--- config.mk ---
export PLATFORM = sky130hd
export DESIGN_NAME = clock_divider
export DESIGN_NICKNAME = d
export VERILOG_FILES = /design/src/rtl/clock_divider_pkg.sv /design/src/rtl/clock_divider.sv
export SDC_FILE = /design/constraint.sdc
export NUM_CORES = 1
export LEC_CHECK = 0
export BUFFER_PORTS_ARGS = -buffer_cell sky130_fd_sc_hd__buf_2
export CORE_ASPECT_RATIO = 0.5
export CORE_MARGIN = 4
export CORE_UTILIZATION = 45
export CTS_CLUSTER_DIAMETER = 40
export DETAILED_ROUTE_END_ITERATION = 8
export PLACE_DENSITY = 0.65
export SYNTH_ARGS = -nofsm -noshare
export SYNTH_HDL_FRONTEND = slang
export SYNTH_SLANG_ARGS = --single-unit
--- constraint.sdc ---
create_clock -name clk_in -period 4.5 [get_ports clk_in]
set_clock_uncertainty 0.1 [all_clocks]
set_input_delay 0.9 -clock clk_in [delete_from_list [all_inputs] [get_ports clk_in]]
set_output_delay 0.9 -clock clk_in [all_outputs]
set_load 0.05 [all_outputs]
--- src/rtl/clock_divider_pkg.sv ---
// Shared constants for the clock divider: default divisor width and the
// smallest divisor the counter will ever run with.
package clock_divider_pkg;

   localparam int DIV_WIDTH_DEFAULT = 16;
   localparam int MIN_DIV           = 1;

endpackage

--- src/rtl/clock_divider.sv ---
// Divides clk_in by 2*max(div,1) with a 50% duty, flop-driven clk_out.
// Defining CLOCKDIV_TICK_EN adds a one-cycle tick on every clk_out rise.
module clock_divider
   import clock_divider_pkg::*;
#(
   parameter int DIV_WIDTH = DIV_WIDTH_DEFAULT
) (
   input  logic                 clk_in,
   input  logic                 reset,
   input  logic [DIV_WIDTH-1:0] div,
   output logic                 clk_out
`ifdef CLOCKDIV_TICK_EN
   ,
   output logic                 tick
`endif
);

   logic [DIV_WIDTH-1:0] cnt_q, cnt_d;
   logic [DIV_WIDTH-1:0] div_q, div_d;
   logic                 clk_out_q, clk_out_d;
   logic [DIV_WIDTH-1:0] div_eff;
   logic                 wrap;
   logic                 rise;

   always_comb begin
      // A stored divisor of 0 runs exactly like MIN_DIV.
      div_eff   = (div_q < DIV_WIDTH'(MIN_DIV)) ? DIV_WIDTH'(MIN_DIV) : div_q;
      wrap      = (cnt_q == (div_eff - DIV_WIDTH'(1)));
      rise      = wrap && !clk_out_q;
      cnt_d     = wrap ? '0 : (cnt_q + DIV_WIDTH'(1));
      clk_out_d = wrap ? ~clk_out_q : clk_out_q;
      // The divisor is only picked up at a rising edge so a full period
      // never mixes two divisor values.
      div_d     = rise ? div : div_q;
   end

   always_ff @(posedge clk_in) begin
      if (!reset) begin
         cnt_q     <= '0;
         clk_out_q <= 1'b0;
         div_q     <= div;
      end else begin
         cnt_q     <= cnt_d;
         clk_out_q <= clk_out_d;
         div_q     <= div_d;
      end
   end

   assign clk_out = clk_out_q;

`ifdef CLOCKDIV_TICK_EN
   logic tick_q, tick_d;

   always_comb begin
      tick_d = rise;
   end

   always_ff @(posedge clk_in) begin
      if (!reset) begin
         tick_q <= 1'b0;
      end else begin
         tick_q <= tick_d;
      end
   end

   assign tick = tick_q;
`endif

endmodule

## Word level (Yosys, flattened, before mapping)

Cells that the tools add are included.

- $add $sub $neg: 2
- Reductions and logical operators: 3
- Multiplexer cells: 3
- Equal/unequal tests: 2
- Bitwise logic cells: 2
- Order comparisons: 1

Operators by type and width:

| operator | count |
|---|---|
| two-way mux 16 bit | 3 |
| adder 16 x 1 -> 16 bit (second input constant) | 1 |
| == test 16 bit | 1 |
| less-than comparator 16 x 1 -> 1 bit (second input constant) | 1 |
| subtractor 16 x 1 -> 16 bit (second input constant) | 1 |
| inequality test 2 x 1 -> 1 bit (second input constant) | 1 |
| inverter 1 bit | 2 |
| OR reduction 2 bit | 1 |
| logical AND 1 bit | 1 |
| zero test 1 bit | 1 |

- Register bits: 33
- Output and inout port bits: 1

## Depth between registers and ports, before layout

Gate-level depths: netlist of run 1.

- Depth in word-level cells: 7
- Depth in mapped cells: 13

## Worst setup path after synthesis of run 1

No wires, ideal clock.

- Path kind: register to register
- Start: register div_q[2]
- End: register div_q[0], enable pin
- Setup time: 372 ps
- Data required time: 4028 ps
- Arrival: 3613 ps
- Period minus slack after synthesis: 4084 ps
- Stages on the path, launching flop included: 13
- Slack: 416 ps
- Cells stage by stage: edfxtp_1 > or3_1 > buf_4 > nor4_1 > a21oi_1 > ha_1 > or3b_2 > nor4_1 > mux2i_1 > mux2i_1 > a221o_1 > or4_4 > nand2_1

- Word-level cells in the longest chain between the ends: 6

RTL lines:

| item | line | source |
|---|---|---|
| start, declared | clock_divider.sv:19 | `logic [DIV_WIDTH-1:0] div_q, div_d;` |
| start signal, assigned | clock_divider.sv:41 | `div_q <= div;` |
| start signal, assigned | clock_divider.sv:45 | `div_q <= div_d;` |
| less-than comparator 16 x 1 -> 1 bit | clock_divider.sv:27 | `div_eff = (div_q < DIV_WIDTH'(MIN_DIV)) ? DIV_WIDTH'(MIN_DIV) : div_q;` |
| two-way mux 16 bit * | clock_divider.sv:27 |  |
| subtractor 16 x 1 -> 16 bit * | clock_divider.sv:28 | `wrap = (cnt_q == (div_eff - DIV_WIDTH'(1)));` |
| == test 16 bit * | clock_divider.sv:28 |  |
| logical AND 1 bit * | clock_divider.sv:29 | `rise = wrap && !clk_out_q;` |
| inequality test 2 x 1 -> 1 bit (no source line) * | -- |  |

Mark *: on every way between the ends. The rest lies on a longest branch, timed or not.
A chain may end at the register's enable or synchronous reset.

## Worst setup path in the final report of run 1

- Start: register div_q[2]
- End: register div_q[4], enable pin

The elaborated chain is that of the path after synthesis.

==> flow_summary.ini, run 1 <==
[final_layout]
area_growth_pct = 12.93
fin_util_pct = 55.51
drive_gt1_share_pct = 16.92
layout.cells.non_filler = 252
nets = 220
design_area_um2 = 2011
n_antenna_cell = 0

[floorplanning]
start_util_pct = 49.15
die_y_um = 52.48
die_area_um2 = 5088
fp.dieW_um = 96.96
num_rows = 15
num_io_pins = 19
core_area_um2 = 3622

[clocking]
cts_tree = done
clockBufferDepth = 2
ctsResizeCount = 0
post-cts-setup-buffer-count = 0
cts_buffers = 5
insertion_delay_ns = 0.29
h-tree-depth = 2
clk_pin_slew_worst_paths_ns = 0.06
cts.sinks = 33
cts_hold_buf = 0
cts_root_buf = clkbuf_8

[status]
status = finished clean

[critical_path]
critPathLaunchType = flip-flop
crit_required_ns = 4.38
path_buf_inv = 2
cp-end-kind = flip-flop
arrival_ns = 4.02
cp_slowest_cell = or4_4
path_cells = or3_1 > nor4_1 > a21oi_1 > ha_1 > or3b_2 > nor4_1 > buf_4 > mux2i_1 > mux2i_1 > a221o_1 > or4_4 > nand2_1 > buf_4
crit_family = simple AND/OR/NAND/NOR gates
max_stage_delay_ns = 0.53
worst-setup-path-type = flip-flop to flip-flop
crit_fanout = 16

[yosys]
avgSynthCellArea_um2 = 10.12
netlist_top_cells_count = nor2_1 (23), xnor2_1 (18), dfxtp_1 (17), edfxtp_1 (16), nand2_1 (13)
yosys_warnings = 0
seq_area_frac_synth_pct = 46.10
synth_ff_type = dfxtp_1
yosysMostFrequentCell = nor2_1
syn_nets = 196
synth_edf_count = 16
synth_top_area_cell = edfxtp_1
synthArstFlopShare_pct = 0
synthesis.area_um2 = 1780
synth_seq_cells = 33
synth_top_area_share_pct = 26.99
netlist_instances = 176
synth_cell_types = 40
synth.top_cells.by_area = edfxtp_1 (27%), dfxtp_1 (19%), xnor2_1 (8.9%)

[global_route]
grt_overflow = 0
grt_util_all_layers_pct = 14.51
grt_max_degree = 17
grt_pass1_wl_mm = 5.733
antenna_found_initial = 0
grt_pass1_vias = 1265

[detailed_routing]
vias_per_cell = 5.206
wl_met2_mm = 1.358
vias = 1312
m1WireLength_mm = 1.785
wl_met3_um = 133
drt_first_pass_iters = 4
drc = 0
wl_mm = 3.297
drtIter0Drc = 67
wl_per_cell_um = 13.08
top_layer = met4
ant_nets = 0

[timing]
setup_tns_ns = 0
post-route-period-util_pct = 91.96
max_slew_margin_pct = 55.78
slew_viol_final = 0
worstMarginPinSlew_ns = 0.6633
rsz0062_at_grt = false
post-route-min-period_ns = 4.138
max_freq_mhz = 241.7
finalHoldViolCount = 0
setup-violations-final = 0

[power_and_ir_drop]
p_leak_nw = 0.6897
p_total_uw = 599.2
ir_worst_vdd_v = 0.0002035
power_density_nw_per_um2 = 298.0

[worst_hold_path]
hold_path.class = flip-flop to flip-flop

[place]
routabilityCongestion = 0.8165
place_area_um2 = 1929
dpl.hpwl_mm = 2.535
place_inst = 244
io_buffer_count = 18

[job]
drv_cap = 0
-- kinds of logic after synthesis --
family / count (synthesis) / share of synthesized area, %
buffers and inverters: 10 / 2.600
multiplexers: 3 / 1.687
flip-flops: 33 / 46.10
XOR/XNOR: 30 / 14.76
adder cells (fa/ha/maj): 2 / 1.405
AND/OR/NAND/NOR: 75 / 22.07
AO/OA/AOI/OAI: 23 / 11.39
-- tightest hold or removal path, cell delays in order, from the launching register on --
cell	delay, ns
dfxtp_1	0.33
o31ai_1	0.07
a21boi_1	0.06
-- cell type report --
type | count | area (µm²)
Fill cell | 316 | 1612
Tap cell | 51 | 63.81
Multi-Input combinational cell | 133 | 913.4
Timing Repair Buffer | 20 | 105.1
Clock inverter | 3 | 12.51
Sequential cell | 33 | 820.8
Inverter | 7 | 26.28
Clock buffer | 5 | 68.82
-- cells in the final DEF, fill, tap and decap left out, drive strengths merged, types with 4 or more instances in the layout --
master	netlist	final
nor2	23	23
buf	3	20
xnor2	18	18
dfxtp	17	17
edfxtp	16	16
nand2	13	13
xor2	12	12
nand3	9	9
inv	7	7
or4	7	7
nor4	6	6
o31ai	6	6
clkbuf	0	5
or3	4	4
and3	4	4
-- registers in the layout, indices dropped and copies added (netlist names) --
register  count
cnt_q        16
div_q        16
clk_out       1
-- report_power, final --
| group | internal, mW | switching (mW) |
|---|---|---|
| sequential | 0.327 | 0.0128 |
| combinational | 0.0230 | 0.0256 |
| clock | 0.104 | 0.107 |
| total | 0.454 | 0.146 |
-- worst paths after layout --
path	from	endpoint	slack, ns	depth (start not counted)
min	clk_out$_SDFFE_PN0N_	clk_out$_SDFFE_PN0N_	0.40	2
max reg2reg	div_q[2]$_DFFE_PP_	div_q[4]$_DFFE_PP_	0.36	13
max	div_q[2]$_DFFE_PP_	div_q[4]$_DFFE_PP_	0.36	13
min reg2reg	clk_out$_SDFFE_PN0N_	clk_out$_SDFFE_PN0N_	0.40	2
-- stage by stage --
step / hold WS [ns] / worst slack (ns)
2_1_floorplan: 0.3478 / 0.4158
3_3_place_gp: 0.3861 / 0.4757
3_5_place_dp: 0.3879 / 0.3568
4_1_cts: 0.4006 / 0.3392
5_1_grt: 0.4366 / 0.03374
6_report: 0.4030 / 0.3618
-- routing by layer --
layer | up-vias | global-route usage (%)
li1 | 688 | -
met1 | 607 | 20.05
met2 | 15 | 21.46
met3 | 2 | 5.578
met4 | 0 | 3.263
met5 | - | 0
(Power assumes the default switching activity.)
==> run 2: changes to the inputs <==
- TNS_END_PERCENT: default -> 50
- clock period: 4.5 -> 4.7 ns (I/O delays scaled with it)
==> run 2 against run 1 <==
Effect of this change:
- maximum frequency up 1.1%
- combinational power down 4%
- core utilization about the same
- clock-buffer cell count up 1
- sequential power down 4%
- first-iteration DRC count down 18%
- highest routed layer unchanged
- worst setup slack better by 0.25 ns
- largest power group unchanged
- critical path type unchanged
==> flow_summary.ini, run 2 (same netlist as run 1, synthesis figures left out) <==
[timing]
finalHoldViolCount = 0
max_slew_margin_pct = 55.91
setup_tns_ns = 0
setup_ws_ns = 0.6073
setup-violations-final = 0
max_freq_mhz = 244.3
rsz0062_at_grt = false
post-route-min-period_ns = 4.093
post-route-period-util_pct = 87.08
worstMarginPinSlew_ns = 0.6614
whs_ns = 0.4019
slew_viol_final = 0

[detailed_routing]
wl_per_cell_um = 13.37
drt_first_pass_iters = 4
vias_per_cell = 5.317
drc = 0
ant_nets = 0
wl_mm = 3.368
vias = 1340
drtIter0Drc = 55

[floorplanning]
die_area_um2 = 5088
fp.dieW_um = 96.96
num_rows = 15
start_util_pct = 49.15
num_io_pins = 19
core_area_um2 = 3622
die_y_um = 52.48

[worst_hold_path]
hold_path.class = flip-flop to flip-flop

[clocking]
clockBufferDepth = 2
h-tree-depth = 2
cts_hold_buf = 0
insertion_delay_ns = 0.28
cts_root_buf = clkbuf_8
post-cts-setup-buffer-count = 0
cts_tree = done
cts_buffers = 5
ctsResizeCount = 0
cts.sinks = 33
clk_pin_slew_worst_paths_ns = 0.06

[job]
drv_cap = 0

[final_layout]
regArea_um2 = 820.8
nets = 220
n_antenna_cell = 0
area_growth_pct = 13.00
nFillCells = 324
multi_input_area_um2 = 913.4
drive_gt1_share_pct = 17.41
layout.cells.non_filler = 252
layout_commonest_cell = nor2_1
mostFrequentLayoutCells = nor2_1 (23), xnor2_1 (18), buf_2 (18)

[critical_path]
crit_fanout = 16
cp-end-kind = flip-flop
crit_required_ns = 4.57
r2r_cells = 13
crit_family = simple AND/OR/NAND/NOR gates
critPathLaunchType = flip-flop
worst-setup-path-type = flip-flop to flip-flop
max_stage_delay_ns = 0.54
cp.depth = 13
path_buf_inv = 2
endpoint = div_q[6]$_DFFE_PP_
crit_path_start = div_q[2]$_DFFE_PP_
cp_slowest_cell = or4_4
arrival_ns = 3.97
rrSetupSlack_ns = 0.61
path_cells = or3_1 > nor4_1 > a21oi_1 > ha_1 > or3b_2 > nor4_1 > buf_4 > mux2i_1 > mux2i_1 > a221o_1 > or4_4 > nand2_1 > buf_4
regToRegEndpoint = div_q[6]$_DFFE_PP_
timing.rr.start = div_q[2]$_DFFE_PP_

[status]
status = finished clean

[global_route]
grt_util_all_layers_pct = 14.68
grt_max_degree = 17
antenna_found_initial = 0
grt_pass1_wl_mm = 5.740
grt_pass1_vias = 1253
grt_overflow = 0

[place]
dpl.hpwl_mm = 2.645
place_inst = 244
io_buffer_count = 18
dp_slack_ns = 0.6390
routabilityCongestion = 0.8441

[power_and_ir_drop]
ir_worst_vdd_v = 0.0002098
power_density_nw_per_um2 = 284.6
p_leak_nw = 0.6917
## run 2: area by class of cell
cell class                      instances  area share [%]
Sequential cell                        33           40.80
Timing Repair Buffer                   20           5.224
Inverter                                7           1.306
Tap cell                               51           3.172
Clock inverter                          2          0.4975
Clock buffer                            6           3.607
Multi-Input combinational cell        133           45.40
## run 2: power by group
group          switching (mW)  internal (mW)
logic                  0.0246         0.0219
registers              0.0126          0.313
clock network          0.0982          0.102
total                   0.135          0.437
## run 2: per-layer routing
layer  global-route usage, %  share of wire (%)
met5                       0                  0
met2                   22.83                 43
met3                   4.914                4.5
met1                   18.89                 52
met4                   6.294                1.2
## run 2: worst register-to-register path: cells and delay by family (launching register included)
| kind | cells | cell delay [ns] |
|---|---|---|
| AOI/OAI and AO/OA | 2 | 0.63 |
| and+or+nand+nor | 6 | 1.66 |
| buffers and inverters | 2 | 0.40 |
| muxes | 2 | 0.28 |
| DFF | 1 | 0.43 |
| adders and majority gates | 1 | 0.27 |
## run 2: per-stage QoR
step / power [mW] / area (µm²) / utilization [%]
6_report: 0.5726 / 2012 / 55.54
5_1_grt: 0.6022 / 2012 / 55.54
4_1_cts: 0.5813 / 2012 / 55.54
3_5_place_dp: 0.3784 / 1929 / 53.26
3_3_place_gp: 0.3765 / 1929 / 53.26
2_1_floorplan: 0.3620 / 1780 / -
## run 2: worst min path at each step
stage | startpoint | end | slack, ns | cells past startpoint
4_1_cts | cnt_q[0]$_SDFF_PP0_ | cnt_q[0]$_SDFF_PP0_ | 0.41 | 1
2_1_floorplan | cnt_q[0]$_SDFF_PP0_ | cnt_q[0]$_SDFF_PP0_ | 0.35 | 1
3_3_place_gp | cnt_q[0]$_SDFF_PP0_ | cnt_q[0]$_SDFF_PP0_ | 0.38 | 1
3_5_place_dp | cnt_q[0]$_SDFF_PP0_ | cnt_q[0]$_SDFF_PP0_ | 0.40 | 1
5_1_grt | cnt_q[0]$_SDFF_PP0_ | cnt_q[0]$_SDFF_PP0_ | 0.44 | 1
6_report | cnt_q[0]$_SDFF_PP0_ | cnt_q[0]$_SDFF_PP0_ | 0.40 | 1
